===== src/rtl/record_play_ctrl_pkg.sv =====
// ---------------------------------------------------------------------------
// record_play_ctrl_pkg
//   Shared constants for the record/playback sequencer:
//   - AW, DW      : default RAM address width and note word width
//   - MAX_NOTES   : capacity of the note RAM (2^AW)
//   - ST_*        : FSM state encodings, also shown on the LED display
// ---------------------------------------------------------------------------
package record_play_ctrl_pkg;

  localparam int AW        = 6;
  localparam int DW        = 32;
  localparam int MAX_NOTES = 64;

  localparam logic [2:0] ST_IDLE   = 3'd0;
  localparam logic [2:0] ST_ARMED  = 3'd1;
  localparam logic [2:0] ST_RECORD = 3'd2;
  localparam logic [2:0] ST_PLAY   = 3'd3;
  localparam logic [2:0] ST_PFETCH = 3'd4;

endpackage


===== src/rtl/note_accum.sv =====
// ---------------------------------------------------------------------------
// note_accum
//   Sticky OR accumulator: every bit seen on din since the last clear stays
//   set, so a short key press anywhere inside a beat is still recorded.
//   Ports:
//     clk    in   system clock
//     reset  in   synchronous active-high reset
//     clear  in   zero the accumulator on the next edge (wins over din)
//     din    in   live note vector
//     acc    out  accumulated note vector
// ---------------------------------------------------------------------------
module note_accum #(
  parameter int DW = record_play_ctrl_pkg::DW
) (
  input  logic          clk,
  input  logic          reset,
  input  logic          clear,
  input  logic [DW-1:0] din,
  output logic [DW-1:0] acc
);

  logic [DW-1:0] acc_q;
  logic [DW-1:0] acc_d;

  always_comb begin
    acc_d = clear ? '0 : (acc_q | din);
  end

  // NOTE: state registers use non-blocking assignments so every flop samples
  // the pre-edge values of the others; blocking here would create order races.
  always_ff @(posedge clk) begin
    if (reset) acc_q <= '0;
    else       acc_q <= acc_d;
  end

  assign acc = acc_q;

endmodule


===== src/rtl/record_play_ctrl.sv =====
// ---------------------------------------------------------------------------
// record_play_ctrl
//   Beat-synchronous note recorder / player driving an external synchronous
//   RAM (read data valid one cycle after the address).
//   Record: after arming, each beat writes the OR of all notes seen during
//   that beat to the next RAM address, up to 2^AW notes.
//   Play: each beat fetches the next stored note; note_out updates and
//   note_valid pulses two cycles after the beat.
//   Ports:
//     clk, reset           clock, synchronous active-high reset
//     beat_tick            beat boundary pulse
//     select, back         start/stop and abort command pulses
//     mode_rec             1 = record, 0 = play (used only in IDLE)
//     loop                 wrap playback to the first note
//     note_in              live note vector
//     ram_rdata            RAM read data
//     ram_addr/wren/wdata  RAM address, write strobe, write data
//     note_out/note_valid  played note and its update pulse
//     length               number of stored notes (0..2^AW)
//     state                FSM state for the LED display
// ---------------------------------------------------------------------------
module record_play_ctrl #(
  parameter int AW = record_play_ctrl_pkg::AW,
  parameter int DW = record_play_ctrl_pkg::DW
) (
  input  logic          clk,
  input  logic          reset,
  input  logic          beat_tick,
  input  logic          select,
  input  logic          back,
  input  logic          mode_rec,
  input  logic          loop,
  input  logic [DW-1:0] note_in,
  input  logic [DW-1:0] ram_rdata,
  output logic [AW-1:0] ram_addr,
  output logic          ram_wren,
  output logic [DW-1:0] ram_wdata,
  output logic [DW-1:0] note_out,
  output logic          note_valid,
  output logic [AW:0]   length,
  output logic [2:0]    state
);

  import record_play_ctrl_pkg::*;

  localparam logic [AW-1:0] LAST_PTR = {AW{1'b1}};
  localparam logic [AW:0]   FULL_LEN = {1'b1, {AW{1'b0}}};

  logic [2:0]    state_q,      state_d;
  logic [AW-1:0] ptr_q,        ptr_d;
  logic [AW:0]   length_q,     length_d;
  logic [DW-1:0] note_out_q,   note_out_d;
  logic          note_valid_q, note_valid_d;

  logic [DW-1:0] acc;
  logic          acc_clear;
  logic          rec_active;
  logic          is_last_note;

  // The accumulator only collects while recording; the beat that stores a
  // note also restarts collection for the next beat.
  assign acc_clear = (state_q != ST_RECORD) | beat_tick;

  note_accum #(.DW(DW)) u_note_accum (
    .clk   (clk),
    .reset (reset),
    .clear (acc_clear),
    .din   (note_in),
    .acc   (acc)
  );

  // The RAM port is combinational from the current pointer so the RAM sees
  // the address in the beat cycle itself; reset forces it quiet immediately.
  assign rec_active = (state_q == ST_RECORD) & ~reset;
  assign ram_wren   = rec_active & beat_tick & ~select & ~back;
  assign ram_wdata  = rec_active ? (acc | note_in) : '0;
  assign ram_addr   = reset ? '0 : ptr_q;

  assign is_last_note = ({1'b0, ptr_q} == (length_q - (AW+1)'(1)));

  always_comb begin
    // NOTE: every variable gets a default before the case so no path leaves
    // it unassigned, which would otherwise infer a latch.
    state_d      = state_q;
    ptr_d        = ptr_q;
    length_d     = length_q;
    note_out_d   = note_out_q;
    note_valid_d = 1'b0;

    case (state_q)
      ST_IDLE: begin
        // beat_tick is ignored here; back has nothing to abort.
        if (!back && select) begin
          if (mode_rec) begin
            state_d = ST_ARMED;
          end else if (length_q != '0) begin
            state_d = ST_PLAY;
            ptr_d   = '0;
          end
        end
      end

      ST_ARMED: begin
        if (back || select) begin
          state_d = ST_IDLE;
        end else if (beat_tick) begin
          state_d = ST_RECORD;
          ptr_d   = '0;
        end
      end

      ST_RECORD: begin
        if (back) begin
          length_d = '0;
          state_d  = ST_IDLE;
        end else if (select) begin
          length_d = {1'b0, ptr_q};
          state_d  = ST_IDLE;
        end else if (beat_tick) begin
          // The write itself is the combinational ram_wren above.
          if (ptr_q == LAST_PTR) begin
            length_d = FULL_LEN;
            state_d  = ST_IDLE;
          end else begin
            ptr_d = ptr_q + AW'(1);
          end
        end
      end

      ST_PLAY: begin
        if (back || select) begin
          note_out_d = '0;
          state_d    = ST_IDLE;
        end else if (beat_tick) begin
          state_d = ST_PFETCH;
        end
      end

      ST_PFETCH: begin
        if (back || select) begin
          note_out_d = '0;
          state_d    = ST_IDLE;
        end else begin
          note_out_d   = ram_rdata;
          note_valid_d = 1'b1;
          if (is_last_note) begin
            if (loop) begin
              ptr_d   = '0;
              state_d = ST_PLAY;
            end else begin
              state_d = ST_IDLE;
            end
          end else begin
            ptr_d   = ptr_q + AW'(1);
            state_d = ST_PLAY;
          end
        end
      end

      default: begin
        state_d = ST_IDLE;
      end
    endcase
  end

  always_ff @(posedge clk) begin
    if (reset) begin
      state_q      <= ST_IDLE;
      ptr_q        <= '0;
      length_q     <= '0;
      note_out_q   <= '0;
      note_valid_q <= 1'b0;
    end else begin
      state_q      <= state_d;
      ptr_q        <= ptr_d;
      length_q     <= length_d;
      note_out_q   <= note_out_d;
      note_valid_q <= note_valid_d;
    end
  end

  assign note_out   = note_out_q;
  assign note_valid = note_valid_q;
  assign length     = length_q;
  assign state      = state_q;

endmodule


===== config.mk =====
export PLATFORM = sky130hd
export DESIGN_NAME = record_play_ctrl
export DESIGN_NICKNAME = d
export VERILOG_FILES = /design/src/rtl/record_play_ctrl_pkg.sv /design/src/rtl/note_accum.sv /design/src/rtl/record_play_ctrl.sv
export SDC_FILE = /design/constraint.sdc
export NUM_CORES = 1
export LEC_CHECK = 0
export CORE_AREA = 3 3 92 94
export DETAILED_ROUTE_END_ITERATION = 8
export DIE_AREA = 0 0 95 97
export PLACE_DENSITY = 0.83
export SETUP_SLACK_MARGIN = 0.4
export SYNTH_ARGS = -nofsm -noshare
export SYNTH_HDL_FRONTEND = slang
export SYNTH_HIERARCHICAL = 1
export SYNTH_SLANG_ARGS = --single-unit

===== constraint.sdc =====
create_clock -name clk -period 5.4 [get_ports clk]
set_clock_uncertainty 0.2 [all_clocks]
set_input_delay 1.08 -clock clk [delete_from_list [all_inputs] [get_ports clk]]
set_output_delay 1.08 -clock clk [all_outputs]
set_load 0.01 [all_outputs]

==> impl_metrics.toml, run 1 <==
[sta]
final_hold_viol_count = 0
setup_tns_ns = 0
clock.fmax_ghz = 0.248
fin_crit_sh_pct = 74.7
worstMarginPinSlew_ns = 0.944
rsz0062_at_grt = "no"
relSlewSlack_pct = 37.1
setup_violations = 0
slew_violations = 0
layout_min_cycle_time_ns = 4.03

[yosys]
syn_nets = 409
ys_seq_area_share_pct = 47.4
postSynthAreaPerCell_um2 = 10.2
synth.cell_area_um2 = 3420
synth_cell_types = 54
ys_ff_latch = 81
yosysWarnings = 6
synth_cells = 336
postSynth.topFlopCell = "dfxtp_1"
synthArstFlopShare_pct = 0
synth_edf_count = 0

[run_status]
status = "completed"

[power]
pwr-share-clk_pct = 37.3
sw_frac_of_total_pct = 24.6
power_switching_mw = 0.303
combPwrFrac_pct = 12.6
p_leak_nw = 1.91
ir_drop_mv = 0.160
seq_power_share_pct = 50.1
power_mw = 1.23
p_int_mw = 0.927
powerDensity_nw_per_um2 = 237

[die]
core_um2 = 7730
start_util_pct = 44.3
rows = 32
die_area_um2 = 9220
die_x_um = 95
die_height_um = 97
io_pins = 153

[layout]
area_growth_pct = 51.5
final_common_cell = "clkdlybuf4s50_1"
drive_gt1_share_pct = 7.02
num_antenna_cells = 0
final_cell_mix = "clkdlybuf4s50_1, dfxtp_1, o21a_1, a22o_1, nor2_1"
nets = 552
finalNonFillerCells = 586
final.fill_count = 601

[drt]
via_per_inst = 5.33
first_iter_violations = 130
drt_drc_violations_left = 0
first_pass_iters = 4
ant_nets = 0
avgRoutedWirePerCell_um = 15.8
vias = 3126
finalWirelength_um = 9270

[worst_setup_path]
cp-end-kind = "output pin"
critical_path_class = "primary input to output pin"
crit_fanout = 33
cp_slowest_stage_delay_ns = 0.54
crit_family = "buffers and inverters"
critPathBufInv = 3
critPathSlowestCell = "clkdlybuf4s50_1"
worstPathCellList = "clkdlybuf4s50_1 > nor2_2 > buf_4 > o21a_1 > clkdlybuf4s50_1"
critPathLaunchType = "primary input"
startpoint = "reset"
critPathMostFrequentCell = "clkdlybuf4s50_1"
r2r_start = "length[0]"
cp.required_ns = 4.12
arrival_ns = 2.75

[hold_path]
hold_class = "flop to flop"
min_from = "u_note_accum/acc[1]"

[global_route]
grt_pass1_wl_um = 15500
grt_max_degree = 34
grt_pass1_vias = 3301
grtUsageTotal_pct = 20.8
antenna_found_initial = 0
overflow = 0

[clock_tree]
numCtsBuffers = 9
htreeDepth = 3
worstSkewPairLatency_ns = 0.33
cts_num_sinks = 81
clock_tree.root_cell = "clkbuf_8"
clock_path_buffers = 2
tritoncts = "yes"
cts_resized = 0
postCtsSetupBuffers = 0
path_clk_slew_ns = 0.08
cts_hold_buffers = 0

[place]
gp_congestion = 0.808
dp_cells = 570
dp_hpwl_um = 6860
io_buffer_count = 152

[job]
max_cap_violations = 0
-- cells in the mapped netlist, drive strengths merged (5+ instances only) --
master | count | area, um^2
o21a | 65 | 488
dfxtp | 81 | 1620
nor2b | 13 | 81.3
o21ai | 6 | 30.0
xor2 | 5 | 43.8
nor3 | 7 | 35.0
a22o | 32 | 280
nor2 | 25 | 101
a31oi | 6 | 37.5
nand2 | 10 | 37.5
buf | 11 | 87.6
a22oi | 5 | 37.5
clkbuf | 13 | 50.0
-- kinds of logic after synthesis --
logic type / count (synthesis) / share of synthesized area (%)
buffers and inverters: 28 / 4.46
adders and majority gates: 2 / 0.731
DFF: 81 / 47.4
muxes: 1 / 0.293
AOI/OAI and AO/OA: 137 / 33.0
and+or+nand+nor: 80 / 12.4
xor gates and xnor gates: 7 / 1.79
-- metrics by stage --
step | util, % | area (um^2) | hold WS [ns] | setup slack (ns)
final | 67.1 | 5180 | 0.260 | 1.37
after detailed placement | 64.3 | 4970 | 0.242 | 1.36
after floorplan | - | 3420 | 0.229 | 2.10
after global placement | 64.3 | 4970 | 0.235 | 1.38
after global routing | 67.1 | 5180 | 0.277 | 1.29
after CTS | 67.1 | 5180 | 0.262 | 1.36
-- per-layer routing --
metal	up-vias	routed length, um	GRT usage (%)
met5	-	0	0
met4	0	172	7.44
met3	14	868	7.62
met2	127	4330	33.4
met1	1459	3900	25.4
li1	1526	-	-
-- state kept, by name, indices dropped and copies added, names as in the netlist --
| signal | flops |
|---|---|
| state | 3 |
| ptr_q | 6 |
| note_valid | 1 |
| u_note_accum/acc | 32 |
| length | 7 |
| note_out | 32 |
-- power groups by stage --
stage	clock network (mW)	registers [mW]	logic, mW
6_report	0.458	0.616	0.155
4_1_cts	0.474	0.616	0.157
3_3_place_gp	0	0.629	0.152
5_1_grt	0.500	0.618	0.169
3_5_place_dp	0	0.630	0.156
2_1_floorplan	0	0.624	0.0688
-- layout make-up --
| class | count | area, um^2 | share of cell area (%) |
|---|---|---|---|
| multi-input cells | 227 | 1660 | 32.0 |
| well taps | 102 | 128 | 2.46 |
| repair buffers | 156 | 1550 | 29.9 |
| flip-flops and latches | 81 | 1620 | 31.3 |
| inverters | 4 | 15.0 | 0.290 |
| clock buffers | 10 | 138 | 2.66 |
| clock inverters | 6 | 73.8 | 1.42 |
-- worst reg2reg max path, cell delays in order (launching register included) --
cell and delay [ns]:
dfxtp_1 0.48, inv_1 0.10, ha_1 0.32, o21bai_1 0.21, a2111oi_2 0.39, a21oi_2 0.10
a2111oi_4 0.44, a21o_4 0.22, nand2b_4 0.18, o41ai_2 0.09
-- path summary, 6_finish.rpt --
path / end / slack, ns / cells past startpoint
min: u_note_accum/acc[1] / 0.26 / 1
max reg2reg: ptr_q[5] / 2.55 / 9
min reg2reg: u_note_accum/acc[1] / 0.26 / 1
max: ram_wdata[24] / 1.37 / 5
Power figures use the tool's default switching activity.
==> run 2: changes to the inputs <==
--- a/config.mk
+++ b/config.mk
@@ -5,10 +5,10 @@
 export SDC_FILE = /design/constraint.sdc
 export NUM_CORES = 1
 export LEC_CHECK = 0
-export CORE_AREA = 3 3 92 94
+export CORE_AREA = 3 3 99 101
 export DETAILED_ROUTE_END_ITERATION = 8
-export DIE_AREA = 0 0 95 97
-export PLACE_DENSITY = 0.83
+export DIE_AREA = 0 0 102 104
+export PLACE_DENSITY = 0.76
 export SETUP_SLACK_MARGIN = 0.4
 export SYNTH_ARGS = -nofsm -noshare
 export SYNTH_HDL_FRONTEND = slang
==> constraint.sdc (replaced) <==
create_clock -name clk -period 3.27 [get_ports clk]
set_clock_uncertainty 0.2 [all_clocks]
set_input_delay 0.654 -clock clk [delete_from_list [all_inputs] [get_ports clk]]
set_output_delay 0.654 -clock clk [all_outputs]
set_load 0.01 [all_outputs]
==> run 2 against run 1 <==
Critical path depth decreased by 1. Die area is 15% higher. Count of clock-buffer cells in the layout is 1 lower. Clock power up 66%. Non-clock buffer count grew 9.
==> impl_metrics.toml, run 2 (synthesis results as in run 1) <==
[place]
io_buffer_count = 152
place_area_um2 = 5010
pre_cts_ws_ns = 0.140
gp_congestion = 0.822
dp_hpwl_um = 6860

[clock_tree]
htreeDepth = 3
cts_num_sinks = 81
clock_path_buffers = 2
path_clk_slew_ns = 0.08
clock_tree.root_cell = "clkbuf_8"
worstSkewPairLatency_ns = 0.34
numCtsBuffers = 9
tritoncts = "yes"

[layout]
final_common_cell = "clkdlybuf4s50_1"
final_cell_mix = "clkdlybuf4s50_1, dfxtp_1, o21a_1, dlygate4sd2_1, a22o_1"
area_growth_pct = 55.4
final_area_um2 = 5320
num_antenna_cells = 0
drive_gt1_share_pct = 11.2
nets = 561
fin_util_pct = 58.4

[worst_setup_path]
cp.required_ns = 2.42
cp-end-kind = "output pin"
critPathLaunchType = "primary input"
arrival_ns = 1.94
crit_fanout = 22
critical_path_class = "primary input to output pin"

[die]
die_area_um2 = 10600
core_um2 = 9110
rows = 35
io_pins = 153
die_height_um = 104
start_util_pct = 37.6
die_x_um = 102

[power]
p_leak_nw = 2.16
seq_power_share_pct = 49.7
combPwrFrac_pct = 13.2
power_switching_mw = 0.526
sw_frac_of_total_pct = 25.6
p_int_mw = 1.53
ir_drop_mv = 0.266
powerDensity_nw_per_um2 = 386
power_mw = 2.05
pwr-share-clk_pct = 37.1

[drt]
via_per_inst = 5.22
avgRoutedWirePerCell_um = 15.7
vias = 3155
ant_nets = 0
finalWirelength_um = 9480
first_pass_iters = 4
drt_drc_violations_left = 0
first_iter_violations = 149

[global_route]
grt_max_degree = 34
grt_pass1_wl_um = 15000
overflow = 0
antenna_found_initial = 0
grt_pass1_vias = 3148
grtUsageTotal_pct = 17.5

[sta]
setup_tns_ns = 0
setup_violations = 0
worstMarginPinSlew_ns = 1.25
relSlewSlack_pct = 16.6
layout_min_cycle_time_ns = 2.80
setup_slack_ns = 0.475
fin_crit_sh_pct = 85.5
slew_violations = 0
rsz0062_at_grt = "yes"
final_hold_viol_count = 0
clock.fmax_ghz = 0.358

[run_status]
status = "completed"

[job]
max_cap_violations = 0

[hold_path]
hold_class = "flop to flop"
run 2: cell types whose count changed in the layout (fill, tap and decap cells not counted), moves of 2 or more:
| cell | change |
|---|---|
| clkdlybuf4s50_1 | -36 |
| nor2b_2 | +2 |
| dfxtp_4 | +2 |
| dfxtp_2 | +3 |
| buf_4 | +5 |
| nor2_4 | +2 |
| dlymetal6s2s_1 | +2 |
| dlygate4sd2_1 | +33 |
| nor2b_1 | -2 |
| dfxtp_1 | -5 |
run 2: through the flow:
step,std cells,hold WS (ns)
2_1_floorplan,336,0.229
3_3_place_gp,581,0.235
3_5_place_dp,581,0.244
4_1_cts,602,0.266
5_1_grt,604,0.279
6_report,604,0.260
run 2: what timing repair did:
item / 4_1_cts / 5_1_grt
resized for setup: 45 / 10
endpoints found under the setup margin: 45 / 21
hold buffers: 0 / 0
pin swaps: 2 / 2
setup buffers: 3 / 2
cloned: 2 / 0
run 2: area by class of cell:
cell class | count | area [um^2]
clock buffer | 9 | 124
clock inverter | 7 | 85.1
fill | 814 | 3790
inverter | 4 | 15.0
multi-input combinational | 227 | 1680
sequential | 81 | 1630
tap | 111 | 139
timing repair buffer | 165 | 1640
run 2: per-layer routing:
metal	up-vias	GRT usage, %	wire length (um)
met5	-	0	0
met4	0	5.34	110
met3	12	6.57	936
met2	130	29.4	4630
met1	1471	20.5	3810
li1	1542	-	-
run 2: worst paths after layout:
check / from / to / slack (ns) / cells after the start
worst max-delay path: reset / ram_addr[0] / 0.47 / 4
worst min-delay path: u_note_accum/acc[31] / u_note_accum/acc[31] / 0.26 / 1
worst max register to register: length[0] / ptr_q[5] / 0.58 / 9
worst min register to register: u_note_accum/acc[31] / u_note_accum/acc[31] / 0.26 / 1
run 2: power groups by stage:
stage | combinational (mW) | clock, mW | sequential [mW]
after floorplan | 0.114 | 0 | 1.03
after global placement | 0.259 | 0 | 1.04
after detailed placement | 0.263 | 0 | 1.04
after CTS | 0.271 | 0.785 | 1.02
after global routing | 0.293 | 0.828 | 1.02
final | 0.271 | 0.762 | 1.02
run 2: critical path: stages:
cell and delay (ns):
dlygate4sd2_1 0.28, buf_4 0.24, nor2b_1 0.19, clkdlybuf4s50_1 0.56
